[src/rtl/lvds_tx_stream_arbiter.sv]
// Shares the 8-bit LVDS TX word stream between the alignment pattern and user data; sequences bring-up and realigns at frame boundaries.
// Latency: one cycle from accepted user word (or alignment state) to O_valid/O_data; O_user_ready is combinational from state.
// Backpressure: ready is held low outside USER/WAIT_EOF; the serializer side has no stall, so words are never held.
module lvds_tx_stream_arbiter #(
    parameter logic [7:0]  ALIGN_WORD     = 8'hF0,
    parameter logic [7:0]  IDLE_WORD      = 8'h00,
    parameter int unsigned ALIGN_CYCLES   = 64,
    parameter int unsigned REALIGN_PERIOD = 65536
) (
    input  logic       I_clk,
    input  logic       I_rst_n,
    input  logic       I_enable,
    input  logic       I_align_req,
    input  logic       I_user_valid,
    input  logic [7:0] I_user_data,
    input  logic       I_user_last,
    output logic       O_user_ready,
    output logic       O_valid,
    output logic [7:0] O_data,
    output logic       O_aligning,
    output logic [1:0] O_state
);

    localparam int unsigned AW = $clog2(ALIGN_CYCLES + 1);
    localparam int unsigned PW = (REALIGN_PERIOD > 0) ? $clog2(REALIGN_PERIOD + 1) : 1;
    localparam logic [AW-1:0] ALIGN_LAST   = AW'(ALIGN_CYCLES - 1);
    localparam logic [PW-1:0] PERIOD_MAX   = PW'((REALIGN_PERIOD > 0) ? (REALIGN_PERIOD - 1) : 0);
    localparam bit            AUTO_REALIGN = (REALIGN_PERIOD > 0);

    typedef enum logic [1:0] {
        S_IDLE     = 2'b00,
        S_ALIGN    = 2'b01,
        S_USER     = 2'b10,
        S_WAIT_EOF = 2'b11
    } state_t;

    state_t        state_q, state_d;
    logic [AW-1:0] acnt_q, acnt_d;
    logic [PW-1:0] pcnt_q, pcnt_d;
    logic          in_frame_q, in_frame_d;
    logic          pending_q, pending_d;
    logic          valid_q, valid_d;
    logic [7:0]    data_q, data_d;
    logic          aligning_q, aligning_d;

    logic user_st;
    logic accept;
    logic period_hit;
    logic pend_now;
    logic frame_after;

    assign user_st      = (state_q == S_USER) || (state_q == S_WAIT_EOF);
    assign accept       = I_user_valid & user_st;
    assign period_hit   = AUTO_REALIGN && user_st && (pcnt_q == PERIOD_MAX);
    // A request or expiry this cycle counts immediately, so the burst is not delayed a cycle.
    assign pend_now     = pending_q | (user_st & I_align_req) | period_hit;
    assign frame_after  = accept ? ~I_user_last : in_frame_q;

    always_comb begin
        state_d    = state_q;
        acnt_d     = acnt_q;
        pcnt_d     = pcnt_q;
        in_frame_d = frame_after;
        pending_d  = user_st ? pend_now : pending_q;
        valid_d    = 1'b0;
        data_d     = IDLE_WORD;
        aligning_d = 1'b0;

        case (state_q)
            S_IDLE: begin
                if (I_enable) state_d = S_ALIGN;
            end
            S_ALIGN: begin
                if (!I_enable) begin
                    state_d = S_IDLE;
                end else begin
                    valid_d    = 1'b1;
                    data_d     = ALIGN_WORD;
                    aligning_d = 1'b1;
                    acnt_d     = acnt_q + AW'(1);
                    if (acnt_q == ALIGN_LAST) state_d = S_USER;
                end
            end
            S_USER: begin
                valid_d = accept;
                if (accept) data_d = I_user_data;
                if (pend_now || !I_enable) begin
                    if (frame_after)   state_d = S_WAIT_EOF;
                    else if (I_enable) state_d = S_ALIGN;
                    else               state_d = S_IDLE;
                end
            end
            default: begin
                valid_d = accept;
                if (accept) data_d = I_user_data;
                if (accept && I_user_last) state_d = I_enable ? S_ALIGN : S_IDLE;
            end
        endcase

        if (AUTO_REALIGN && user_st && (pcnt_q != PERIOD_MAX)) pcnt_d = pcnt_q + PW'(1);

        // Every burst starts from a clean count and consumes any outstanding request.
        if ((state_d == S_ALIGN) && (state_q != S_ALIGN)) begin
            acnt_d    = '0;
            pcnt_d    = '0;
            pending_d = 1'b0;
        end
        if ((state_d == S_IDLE) && (state_q != S_IDLE)) in_frame_d = 1'b0;
    end

    always_ff @(posedge I_clk or negedge I_rst_n) begin
        if (!I_rst_n) begin
            state_q    <= S_IDLE;
            acnt_q     <= '0;
            pcnt_q     <= '0;
            in_frame_q <= 1'b0;
            pending_q  <= 1'b0;
            valid_q    <= 1'b0;
            data_q     <= IDLE_WORD;
            aligning_q <= 1'b0;
        end else begin
            state_q    <= state_d;
            acnt_q     <= acnt_d;
            pcnt_q     <= pcnt_d;
            in_frame_q <= in_frame_d;
            pending_q  <= pending_d;
            valid_q    <= valid_d;
            data_q     <= data_d;
            aligning_q <= aligning_d;
        end
    end

    assign O_user_ready = user_st;
    assign O_valid      = valid_q;
    assign O_data       = data_q;
    assign O_aligning   = aligning_q;
    assign O_state      = state_q;

endmodule

[config.mk]
export PLATFORM = sky130hd
export DESIGN_NAME = lvds_tx_stream_arbiter
export DESIGN_NICKNAME = d
export VERILOG_FILES = /design/src/rtl/lvds_tx_stream_arbiter.sv
export SDC_FILE = /design/constraint.sdc
export NUM_CORES = 1
export LEC_CHECK = 0
export ABC_AREA = 1
export CAP_MARGIN = 20
export CORE_AREA = 2 2 101 74
export CTS_CLUSTER_SIZE = 28
export DETAILED_ROUTE_END_ITERATION = 10
export DIE_AREA = 0 0 103 76
export GPL_ROUTABILITY_DRIVEN = 0
export MAX_ROUTING_LAYER = met4
export PLACE_DENSITY_LB_ADDON = 0.15
export SLEW_MARGIN = 15
export SYNTH_ARGS = -nofsm -noshare
export SYNTH_HDL_FRONTEND = slang
export SYNTH_SLANG_ARGS = --single-unit
[constraint.sdc]
create_clock -name I_clk -period 2.5 [get_ports I_clk]
set_clock_uncertainty 0.2 [all_clocks]
set_input_delay 0.625 -clock I_clk [delete_from_list [all_inputs] [get_ports I_clk]]
set_output_delay 0.625 -clock I_clk [all_outputs]
set_load 0.05 [all_outputs]
Word level (Yosys, flattened, before mapping)
Index checks and enable logic that the tools add are counted.
{"block": "word_totals", "register_bits": 38, "elab_cells": 62, "input_bits": 14}
{"block": "classes", "eq_ne": 8, "add_sub_neg": 2, "reduce_logical": 16, "muxes": 23, "bitwise": 5}
{"cell": "17-bit two-way mux", "count": 2}
{"cell": "7-bit two-way mux", "count": 3}
{"cell": "17-bit by 1-bit adder with 17-bit output (second input constant)", "count": 1}
{"cell": "17-bit by 16-bit equality test with 1-bit output (second input constant)", "count": 1}
{"cell": "17-bit by 16-bit != test with 1-bit output (second input constant)", "count": 1}
{"cell": "8-bit two-way mux", "count": 2}
{"cell": "8-bit one-hot mux with 2 select lines", "count": 1}
{"cell": "2-bit two-way mux", "count": 6}
{"cell": "2-bit nonzero test", "count": 5}
{"cell": "7-bit by 1-bit adder with 7-bit output (second input constant)", "count": 1}
{"cell": "7-bit by 6-bit equality test with 1-bit output (second input constant)", "count": 1}
{"cell": "1-bit two-way mux", "count": 7}
{"cell": "2-bit one-hot mux with 3 select lines", "count": 1}
{"cell": "1-bit logical AND", "count": 5}
{"cell": "2-bit by 1-bit equality test with 1-bit output (second input constant)", "count": 2}
{"cell": "2-bit equality test (second input constant)", "count": 2}
{"cell": "2-bit zero test", "count": 2}
{"cell": "1-bit bitwise AND", "count": 2}
{"cell": "1-bit logical OR", "count": 2}
{"cell": "2-bit by 1-bit != test with 1-bit output (second input constant)", "count": 1}
{"cell": "1-bit bitwise OR", "count": 2}
{"cell": "1-bit one-hot mux with 2 select lines", "count": 1}
{"cell": "2-bit AND reduction", "count": 1}
{"cell": "1-bit zero test", "count": 1}
{"cell": "1-bit inverter", "count": 1}

Longest topological paths before layout
Gate-level depths: netlist (run 1).
{"block": "depth", "ltp_word": 12, "mapped_depth": 14, "ltp_nobuf": 13}

Worst setup path after synthesis (run 1)
OpenSTA, ideal clock, no wires.
{"block": "synth_path", "path_kind": "reg2reg", "from": "register pcnt_q[0]", "to": "register acnt_q[4]", "setup_slack_ns": 0.317, "required_ns": 2.176, "path_stages_with_launch": 15, "n_path_buf": 1, "arrival_ns": 1.859, "path_cell_list": "dfrtp_1 ha_1 nand2_1 inv_1 nand4_1 nor3_1 ha_1 nor2_1 nand4_1 o21ai_0 o21ai_0 nand2_2 nor2_8 buf_12 nor2_4"}
{"block": "synth_between", "elab_chain_len": 10}
{"element": "start, declared", "line": "39", "rtl": "logic [PW-1:0] pcnt_q, pcnt_d;"}
{"element": "start signal, assigned", "line": "124", "rtl": "pcnt_q <= pcnt_d;"}
{"element": "17-bit by 16-bit equality test with 1-bit output (*)", "line": "54", "rtl": "assign period_hit = AUTO_REALIGN && user_st && (pcnt_q == PERIOD_MAX);"}
{"element": "1-bit logical AND (*)", "line": "54"}
{"element": "1-bit bitwise OR (*)", "line": "56", "rtl": "assign pend_now = pending_q | (user_st & I_align_req) | period_hit;"}
{"element": "1-bit logical OR (*)", "line": "87", "rtl": "if (pend_now || !I_enable) begin"}
{"element": "2-bit two-way mux (*)", "line": "87"}
{"element": "2-bit one-hot mux with 3 select lines (*)", "line": "69", "rtl": "case (state_q)"}
{"element": "2-bit by 1-bit equality test with 1-bit output (*)", "line": "103", "rtl": "if ((state_d == S_ALIGN) && (state_q != S_ALIGN)) begin"}
{"element": "1-bit logical AND (*)", "line": "103"}
{"element": "2-bit nonzero test (no source line)"}
{"element": "2-bit AND reduction (no source line)"}
{"element": "end signal, assigned", "line": "123", "rtl": "acnt_q <= acnt_d;"}
{"element": "end, declared", "line": "38", "rtl": "logic [AW-1:0] acnt_q, acnt_d;"}
Every way passes the cells marked *; elsewhere a longest branch is shown, timed or not.
A chain may end at the register's enable or synchronous reset.

Worst setup path after layout (run 1)
{"block": "layout_path", "from": "register state_q[0] (netlist: O_state[0])", "to": "output O_state[0]"}
{"element": "start, declared", "line": "37", "rtl": "state_t state_q, state_d;"}
{"element": "start signal, assigned", "line": "122", "rtl": "state_q <= state_d;"}
{"element": "end, declared", "line": "21", "rtl": "output logic [1:0] O_state"}
No word-level cell between the ends.

==> key figures, run 1 <==
Outcome
  – Status: complete, no violations

Cells and area
  – Final Cell Area: 2630 um2
  – Layout fillers: 699
  – Total Nets Final: 288
  – Share of cells above drive strength 1: 23.6%
  – N_diodes: 0
  – Area delta synth->final: 27.5%

Worst setup path
  – Reg2reg end: pcnt_q[5]$_DFFE_PN0P_
  – Worst setup SP type: flip-flop
  – Critical path type: flip-flop to output port
  – Flop2flop setup slack: 150 ps
  – Reg-to-reg startpoint: pcnt_q[1]$_DFFE_PN0P_
  – Reg2Reg Depth: 15
  – Slowest cell on crit path: clkdlybuf4s50_1
  – WP buf/inv: 1
  – WP depth: 1
  – Critical Path End Type: output port
  – Cell family with most CP delay: buffers and inverters
  – Critical path cell sequence: clkdlybuf4s50_1
  – CP required: 1670 ps
  – Crit-path max cell delay: 840 ps
  – Crit path DAT: 1560 ps
  – CP max FO: 6

Yosys
  – Synthesis-stage register bit count: 38
  – Synth Warn #: 0
  – Count leader, synth: nand2_1
  – Largest area contributor in the netlist: dfrtp_1
  – Synth top cells by count: nand2_1, dfrtp_1, inv_1
  – Synthesized area: 2070 um2
  – Avg Cell Area, Syn: 9.10 um2
  – Post-synth EDFFs: 0
  – Yosys top cell area share: 46.0%
  – Area contributors post-synth: dfrtp_1, nor2_4, nand2_1, inv_1, nand3_1
  – Register area share after synthesis: 46.0%
  – Top FF cell, synth: dfrtp_1
  – Asr flop ratio synth: 100%
  – Post-Synthesis Cells: 227
  – Distinct cell type count after synthesis: 23
  – Post-Syn Nets: 244

CTS
  – Reg clk slew, reported paths: 70 ps
  – CTS tree: yes
  – Clk buf depth: 2
  – Latest clock arrival within the worst-skew pair: 280 ps
  – Total CTS buffers: 5
  – CTS Root Cell: clkbuf_8
  – CTS sink cnt: 38
  – Post-CTS setup buffer count: 0
  – H-tree depth: 2

Timing
  – Final Max Tran Viols: 0
  – Setup violations, final: 0
  – Final hold violations: 0
  – RSZ-0062 raised after global routing: yes
  – Max Freq: 0.419 GHz
  – Min Tclk post-route: 2390 ps
  – Worst Tran Pin Value: 588 ps
  – Fin crit share: 95.5%
  – Rel. slew slack: 60.5%

Global route
  – Pin count of the biggest net entering global routing: 39
  – First-pass GRT wire length: 7180 um
  – Initial antenna violation count: 0
  – Global Route Usage Sum: 12.0%
  – GR Overflow Total: 0
  – Vias in the first global route: 1576

Route
  – Average wire per standard cell: 10.9 um
  – Starting DRT DRC Count: 44
  – DR pass1 iterations: 4
  – # DRC: 0
  – Detailed Route WL: 4020 um
  – Final ANT Viol Nets: 0
  – Via-to-Cell Ratio: 4.05
  – Via count: 1493

Floorplanning
  – Row Count: 26
  – Initial Utilization: 29.7%
  – Die ar.: 7830 um2
  – CORE AREA: 6960 um2
  – Top-Level Pins: 27
  – Die height: 76 um
  – Die W: 103 um

Job
  – Maxcap violations: 0

Hold path
  – Hold WC Path Type: input port to asynchronous set/reset pin

Place
  – DP Wirelength: 2890 um
  – Placed inst area: 2520 um2
  – Number of port buffers: 26

Power and ir drop
  – Pwr per Cell Area: 448 nW/um2
  – Max VDD drop: 0.000150 V
  – Power Total: 1.18 mW
  – Leakage Power: 1.18 nW
[kinds of logic after synthesis]
group | count (synthesis) | synth area share, %
and+or+nand+nor | 126 | 34.8
buffers and inverters | 38 | 8.84
DFF | 38 | 46.0
xor gates and xnor gates | 15 | 6.36
AOI/OAI and AO/OA | 7 | 2.12
adders and majority gates | 3 | 1.82
[flip-flops by register name, indices dropped and copies added, names as in the netlist]
| name | count |
|---|---|
| O_valid | 1 |
| O_aligning | 1 |
| pending_q | 1 |
| acnt_q | 7 |
| O_state | 2 |
| in_frame_q | 1 |
| pcnt_q | 17 |
| O_data | 8 |
[worst max path at each step]
stage / to / startpoint
finish: O_state[0] / O_state[0]$_DFF_PN0_
CTS: acnt_q[2]$_DFFE_PN0P_ / pcnt_q[1]$_DFFE_PN0P_
global placement: acnt_q[2]$_DFFE_PN0P_ / I_user_valid
detailed placement: pcnt_q[4]$_DFFE_PN0P_ / I_enable
floorplan: acnt_q[4]$_DFFE_PN0P_ / pcnt_q[0]$_DFFE_PN0P_
global route: pcnt_q[5]$_DFFE_PN0P_ / pcnt_q[1]$_DFFE_PN0P_
[metrics by stage]
step / hold WS (ps) / utilization, % / TNS [ps] / cells / setup WS, ps
floorplan: 129 / - / 0 / 227 / 317
global route: 236 / 37.8 / -187 / 369 / -39.2
global placement: 323 / 36.2 / 0 / 361 / 69.0
CTS: 202 / 37.3 / 0 / 368 / 86.2
finish: 183 / 37.8 / 0 / 369 / 112
detailed placement: 321 / 36.2 / 0 / 361 / 55.0
[power by group]
| group | switching, mW | internal, mW | leakage (nW) |
|---|---|---|---|
| sequential | 0.0106 | 0.628 | 0.520 |
| combinational | 0.0835 | 0.0613 | 0.619 |
| clock | 0.205 | 0.192 | 0.0383 |
[cell type report]
| cell class | instances | area, um2 | share of cell area, % |
|---|---|---|---|
| inverter | 33 | 124 | 4.70 |
| timing repair buffer | 42 | 413 | 15.7 |
| clock buffer | 7 | 76.3 | 2.90 |
| tap | 98 | 123 | 4.66 |
| multi-input combinational | 151 | 947 | 36.0 |
| sequential | 38 | 951 | 36.1 |
[placed cells by master (no fill, tap or decap), drive strengths merged]
cell and instances:
nand2 49, dfrtp 38, nor3 4, o21bai 2, xor2 10, nor2 47
nand4 6, o21ai 5, clkdlybuf4s50 23, clkbuf 8, inv 33, nand3 20
buf 18, xnor2 5, ha 3
[what timing repair did]
action,CTS,global route
hold buffers,0,0
endpoints found under the setup margin,0,25
resized for setup,0,7
[per-layer routing]
layer | vias up | global-route usage (%) | part of all wire (%)
li1 | 786 | - | -
met1 | 670 | 16.2 | 52
met2 | 32 | 17.6 | 42
met3 | 5 | 2.84 | 4.5
met4 | 0 | 4.34 | 1.5
met5 | - | - | 0
(Power assumes the default switching activity.)
==> inputs of run 2 (changes only) <==
- GPL_ROUTABILITY_DRIVEN: 0 -> default
==> results of run 2 <==
No change in the layout: final DEF, timing and power equal those of run 1.
==> inputs of run 3 (changes only) <==
- GPL_ROUTABILITY_DRIVEN: default -> 0
- GPL_TIMING_DRIVEN: default -> 1
==> results of run 3 <==
No change in the layout: final DEF, timing and power equal those of run 1.
